===== config.mk =====
export PLATFORM = sky130hd
export DESIGN_NAME = mmem_multiport
export DESIGN_NICKNAME = d
export VERILOG_FILES = /design/src/rtl/mmem_pkg.sv /design/src/rtl/mmem_clear_seq.sv /design/src/rtl/mmem_multiport.sv
export SDC_FILE = /design/constraint.sdc
export NUM_CORES = 1
export LEC_CHECK = 0
export ABC_CLOCK_PERIOD_IN_PS = 8130
export CORE_MARGIN = 2
export CORE_UTILIZATION = 65
export CTS_CLUSTER_DIAMETER = 60
export CTS_CLUSTER_SIZE = 25
export DETAILED_ROUTE_END_ITERATION = 16
export PLACE_DENSITY = 0.84
export SYNTH_ARGS = -nofsm -noshare
export SYNTH_HDL_FRONTEND = slang
export SYNTH_SLANG_ARGS = --single-unit

===== constraint.sdc =====
create_clock -name clk -period 8.13 [get_ports clk]
set_clock_uncertainty 0.2 [all_clocks]
set_input_delay 0.813 -clock clk [delete_from_list [all_inputs] [get_ports clk]]
set_output_delay 0.813 -clock clk [all_outputs]
set_load 0.01 [all_outputs]

===== src/rtl/mmem_pkg.sv =====
// Shared defaults, clear-sequencer state encoding and parity helper for the M-memory scratchpad.
package mmem_pkg;

   localparam int MMEM_W        = 32;
   localparam int MMEM_AW       = 5;
   localparam int MMEM_NRD      = 2;
   // Widest data word par_even accepts; narrower words are zero-extended.
   localparam int MMEM_PAR_MAXW = 64;

   typedef enum logic [0:0] {
      CLEAR = 1'b0,
      RUN   = 1'b1
   } mmem_state_e;

   // Even parity bit: makes the total count of ones across data+parity even.
   function automatic logic par_even(input logic [MMEM_PAR_MAXW-1:0] d);
      return ^d;
   endfunction

endpackage


===== src/rtl/mmem_clear_seq.sv =====
// Post-reset clear sweep: walks every word once, writing zero, then parks in RUN until the next reset.
module mmem_clear_seq
   import mmem_pkg::*;
#(
   parameter int AW = MMEM_AW
)
(
   input  logic          clk_i,
   input  logic          rst_i,
   output logic          busy_o,
   output logic          clr_we_o,
   output logic [AW-1:0] clr_adr_o,
   output mmem_state_e   state_o
);

   mmem_state_e   state_q, state_d;
   logic [AW-1:0] ctr_q, ctr_d;

   always_comb begin
      state_d = state_q;
      ctr_d   = ctr_q;
      if (state_q == CLEAR) begin
         ctr_d = ctr_q + 1'b1;
         if (ctr_q == '1) state_d = RUN;
      end
   end

   always_ff @(posedge clk_i or posedge rst_i) begin
      if (rst_i) begin
         state_q <= CLEAR;
         ctr_q   <= '0;
      end else begin
         state_q <= state_d;
         ctr_q   <= ctr_d;
      end
   end

   assign busy_o    = (state_q == CLEAR);
   assign clr_we_o  = (state_q == CLEAR);
   assign clr_adr_o = ctr_q;
   assign state_o   = state_q;

endmodule


===== src/rtl/mmem_multiport.sv =====
// NRD-read / 1-write M-memory scratchpad with zeroing sweep and write-first bypass.
// Optional per-word even parity is enabled by defining MMEM_PARITY_EN.
module mmem_multiport
   import mmem_pkg::*;
#(
   parameter int W   = MMEM_W,
   parameter int AW  = MMEM_AW,
   parameter int NRD = MMEM_NRD
)
(
   input  logic              clk,
   input  logic              reset,
   input  logic [NRD-1:0]    mrp,
   input  logic [NRD*AW-1:0] madr,
   input  logic              mwp,
   input  logic [AW-1:0]     mwadr,
   input  logic [W-1:0]      l,
   output logic [NRD*W-1:0]  mmem,
   output logic              busy,
   output logic [NRD-1:0]    perr
);

   localparam int DEPTH = 1 << AW;
`ifdef MMEM_PARITY_EN
   localparam int WS = W + 1;
`else
   localparam int WS = W;
`endif

   mmem_state_e   state;
   logic          run;
   logic          clr_we;
   logic [AW-1:0] clr_adr;
   logic          we;
   logic [AW-1:0] wadr;
   logic [W-1:0]  wdata;
   logic [WS-1:0] wword;

   mmem_clear_seq #(.AW(AW)) u_clear_seq (
      .clk_i     (clk),
      .rst_i     (reset),
      .busy_o    (busy),
      .clr_we_o  (clr_we),
      .clr_adr_o (clr_adr),
      .state_o   (state)
   );

   // External writes are only honoured once the sweep has finished.
   assign run   = (state == RUN);
   assign we    = clr_we | (run & mwp);
   assign wadr  = clr_we ? clr_adr : mwadr;
   assign wdata = clr_we ? '0 : l;

`ifdef MMEM_PARITY_EN
   assign wword = {par_even(MMEM_PAR_MAXW'(wdata)), wdata};
`else
   assign wword = wdata;
`endif

   // One replicated bank per read port keeps each bank a plain 1R1W RAM.
   for (genvar g = 0; g < NRD; g++) begin : g_port
      logic [WS-1:0] mem_q [DEPTH];
      logic [AW-1:0] radr;
      logic [WS-1:0] rword;
      logic          hit;
      logic [W-1:0]  rdata_q, rdata_d;

      assign radr  = madr[g*AW +: AW];
      assign rword = mem_q[radr];
      assign hit   = mwp && (radr == mwadr);

      always_ff @(posedge clk) begin
         if (we) mem_q[wadr] <= wword;
      end

      always_comb begin
         rdata_d = rdata_q;
         if (run && mrp[g]) rdata_d = hit ? l : rword[W-1:0];
      end

      always_ff @(posedge clk or posedge reset) begin
         if (reset) rdata_q <= '0;
         else       rdata_q <= rdata_d;
      end

      assign mmem[g*W +: W] = rdata_q;

`ifdef MMEM_PARITY_EN
      logic perr_q, perr_d;

      // Bypassed data never touched the array, so it cannot carry a parity fault.
      always_comb begin
         perr_d = perr_q;
         if (run && mrp[g]) perr_d = !hit && (^rword);
      end

      always_ff @(posedge clk or posedge reset) begin
         if (reset) perr_q <= 1'b0;
         else       perr_q <= perr_d;
      end

      assign perr[g] = perr_q;
`else
      assign perr[g] = 1'b0;
`endif
   end

endmodule


==> out/summary.txt <==
total power: 11.10 mW
asr flop ratio synth: 6.399%
CTS root buffer: clkbuf_16
minimum clock period: 4.054 ns
Slew Limit Fails: 0
Worst EP arrival: 4.15 ns
initial antenna violation count: 3
die span in x: 281.6 µm
RSZ-0062 raised after global routing: no
R2R depth: 6
clock slew at reported path FFs: 0.09 ns
first-pass GRT wire length: 214700 µm
part of the power in combinational logic: 9.6%
TritonCTS clock tree: done
largest net degree at the start of global routing: 127
Die Area: 79300 µm²
dominant cells by area after synthesis: edfxtp_1 (61%), mux4_2 (20%), dfrtp_1 (3.5%), mux2i_1 (3.4%), o22ai_1 (2.3%)
initial core utilization: 65.84%
Final ANT Viol Nets: 0
routed wire length: 150900 µm
vias in the first global route: 31260
Worst Max-Slew Pin Slew: 1.403 ns
routed vias/inst: 8.115
Ys Warns: 0
commonest cells in the synthesized netlist: edfxtp_1 (1024), mux4_2 (439), o22ai_1 (184), mux2i_1 (168), nand2_1 (146)
NetSw: 2.653 mW
crit end category: flop
Critical Path Start Type: flop
Flop pwr share: 56.5%
total number of vias: 31270
Worst R2R Setup Slack: 4.08 ns
worst-path cell chain: buf_4 > mux2i_1 > nor2b_1 > nand2_1 > nor2_4 > buf_4
Seq/Total Area, Yosys: 64.88%
most frequent CP cell: buf_4
Setup CP Type: flop to flop
Netlist cell types: 51
Worst VDD drop: 0.1298 mV
largest area contributor in the netlist: edfxtp_1
Max-Cap Viols: 0
share of layout cells above drive strength 1: 25.33%
Longest Clk Path Bufs: 3
Die Ht: 281.6 µm
gr ovfl total: 0
Tcrit/Tclk final: 49.87%
clock share of power: 33.9%
Slew Limit Headroom: 6.144%
fillers: 4318
Slowest-stage cell, CP: buf_4
H-tree Lvls: 3
CP Buf/Inv Count: 2
FP Rows: 101
Routed WL per cell: 39.15 µm
I/O Buffers: 116
Sw Ratio: 23.92%
synthesis-to-finish area growth: 8.840%
Worst Path Required: 8.23 ns
CTS buffer count: 66
R2R Path Start: u_clear_seq.state_o
Pwr Density: 203.5 nW/µm²
leading cell type by number of instances after synthesis: edfxtp_1
Final Wtd Congestion: 0.8683
# DRC: 0
CTS resizes: 0
core box area: 76080 µm²
worst skew pair latency: 0.64 ns
clk sink count: 1094
CP top delay family: buffers and inverters
DRT iter0 DRCs: 6074
Levels on crit path: 6
Finish-stage setup viols: 0
Fin. Hold Viols: 0
Post-synth EDFFs: 1024
setup tns final: 0 ns
Mapped Area: 50090 µm²
hold buffers post-CTS: 0
worst r2r dst: g_port[1].mem_q[5][6]
TritonRoute pass-1 iters: 6
area share of the largest cell type after synthesis: 61.39%
hold_ws: 0.3521 ns
CP peak stage delay: 0.75 ns
Synth Area per Inst: 18.35 µm²
Leakage: 17.28 nW
register bit total from synthesis: 1094
fmax: 246.7 MHz
nets@finish: 2822
# Post-CTS Setup Buffers: 0
internal cell power: 8.442 mW
Crit Path Max Fanout: 60
GRT Util Overall: 38.68%
# IOs: 119
status: finished clean
Mapped Cells: 2730
Min-Delay Path Class: input pin to async pin
Primary FF master, synth: edfxtp_1
dpl hpwl: 81670 µm
==> cells in the final DEF (no fill, tap or decap), types with 5 or more instances in the layout <==
cell type        instances
inv_6                    7
nor2b_1                  5
nor3b_2                  5
mux2i_1                168
nand2_1                144
and2_1                  34
a22o_1                  11
clkbuf_16               69
nand3_1                 15
a22oi_1                 51
o2111ai_1                8
buf_4                   65
nor2_4                  32
xnor2_1                 10
nor4_1                  43
buf_12                   5
mux2_2                  25
mux4_2                 439
nand3b_1                 5
nor2_1                  72
o21ai_0                 14
nor3_1                  14
clkbuf_1                 9
o22ai_1                184
a21oi_1                 11
a31oi_1                 64
clkinv_4                 5
edfxtp_1              1024
clkdlybuf4s50_1        107
dfrtp_1                 69
a221oi_1                21
clkinvlp_4               6
==> per-stage QoR <==
stage | utilization [%] | instance area [µm²] | std cells | setup slack [ns]
after global routing | 71.65 | 54510 | 3849 | 4.043
after floorplan | - | 50090 | 2731 | 4.655
after CTS | 71.65 | 54510 | 3849 | 4.218
after detailed placement | 68.66 | 52240 | 3730 | 3.887
after global placement | 68.66 | 52240 | 3730 | 3.997
final | 71.66 | 54520 | 3853 | 4.076
==> per-layer routing <==
metal  wire length (µm)  GRT usage (%)  vias to the layer above
met4               9971          20.51                        4
li1                   -              -                    11630
met1              46720          51.45                    15520
met3              26060          12.68                      731
met5                 32              0                        -
met2              68070          57.84                     3376
==> how the worst max path moves through the flow <==
| stage | start | end | slack, ns |
|---|---|---|---|
| 2_1_floorplan | mwadr[3] | g_port[1].mem_q[4][0] | 4.65 |
| 3_3_place_gp | madr[0] | g_port[0].rdata_q[13] | 4.00 |
| 3_5_place_dp | madr[0] | g_port[0].rdata_q[3] | 3.89 |
| 4_1_cts | u_clear_seq.state_o | g_port[1].mem_q[5][22] | 4.22 |
| 5_1_grt | u_clear_seq.state_o | g_port[0].rdata_q[5] | 4.04 |
| 6_report | u_clear_seq.state_o | g_port[1].mem_q[5][6] | 4.08 |
==> cell type report <==
type	instances	area, µm²	area share [%]
diodes	4	10.01	0.01836
clock buffers	81	1802	3.305
clock inverters	38	471.7	0.8652
inverters	4	16.27	0.02984
multi-input cells	1416	16680	30.59
flip-flops and latches	1094	32500	59.62
well taps	1030	1289	2.364
repair buffers	186	1752	3.213
==> power by group through the flow <==
| stage | clock network (mW) | logic (mW) | registers (mW) |
|---|---|---|---|
| final | 3.77 | 1.06 | 6.27 |
| after global routing | 3.93 | 1.10 | 6.27 |
| after CTS | 3.76 | 1.04 | 6.26 |
| after detailed placement | 0 | 1.03 | 6.39 |
| after global placement | 0 | 0.998 | 6.38 |
| after floorplan | 0 | 0.627 | 6.39 |
==> registers in the layout (all words and copies together) (netlist names) <==
register               flops
u_clear_seq.clr_adr_o      5
u_clear_seq.state_o        1
g_port.rdata_q            64
g_port.mem_q            1024
==> logic make-up (layout without fill, tap and decap cells) <==
| family | Yosys count | in the layout | synth area share (%) |
|---|---|---|---|
| xor+xnor | 11 | 11 | 0.1923 |
| mux | 635 | 635 | 23.76 |
| simple gates | 392 | 392 | 3.687 |
| compound gates | 374 | 374 | 5.033 |
| buf+inv | 221 | 309 | 2.388 |
| fa+ha+maj | 2 | 2 | 0.04995 |
| other cells | 1 | 6 | 0.007486 |
| flops | 1094 | 1094 | 64.88 |
Power figures use the tool's default switching activity.
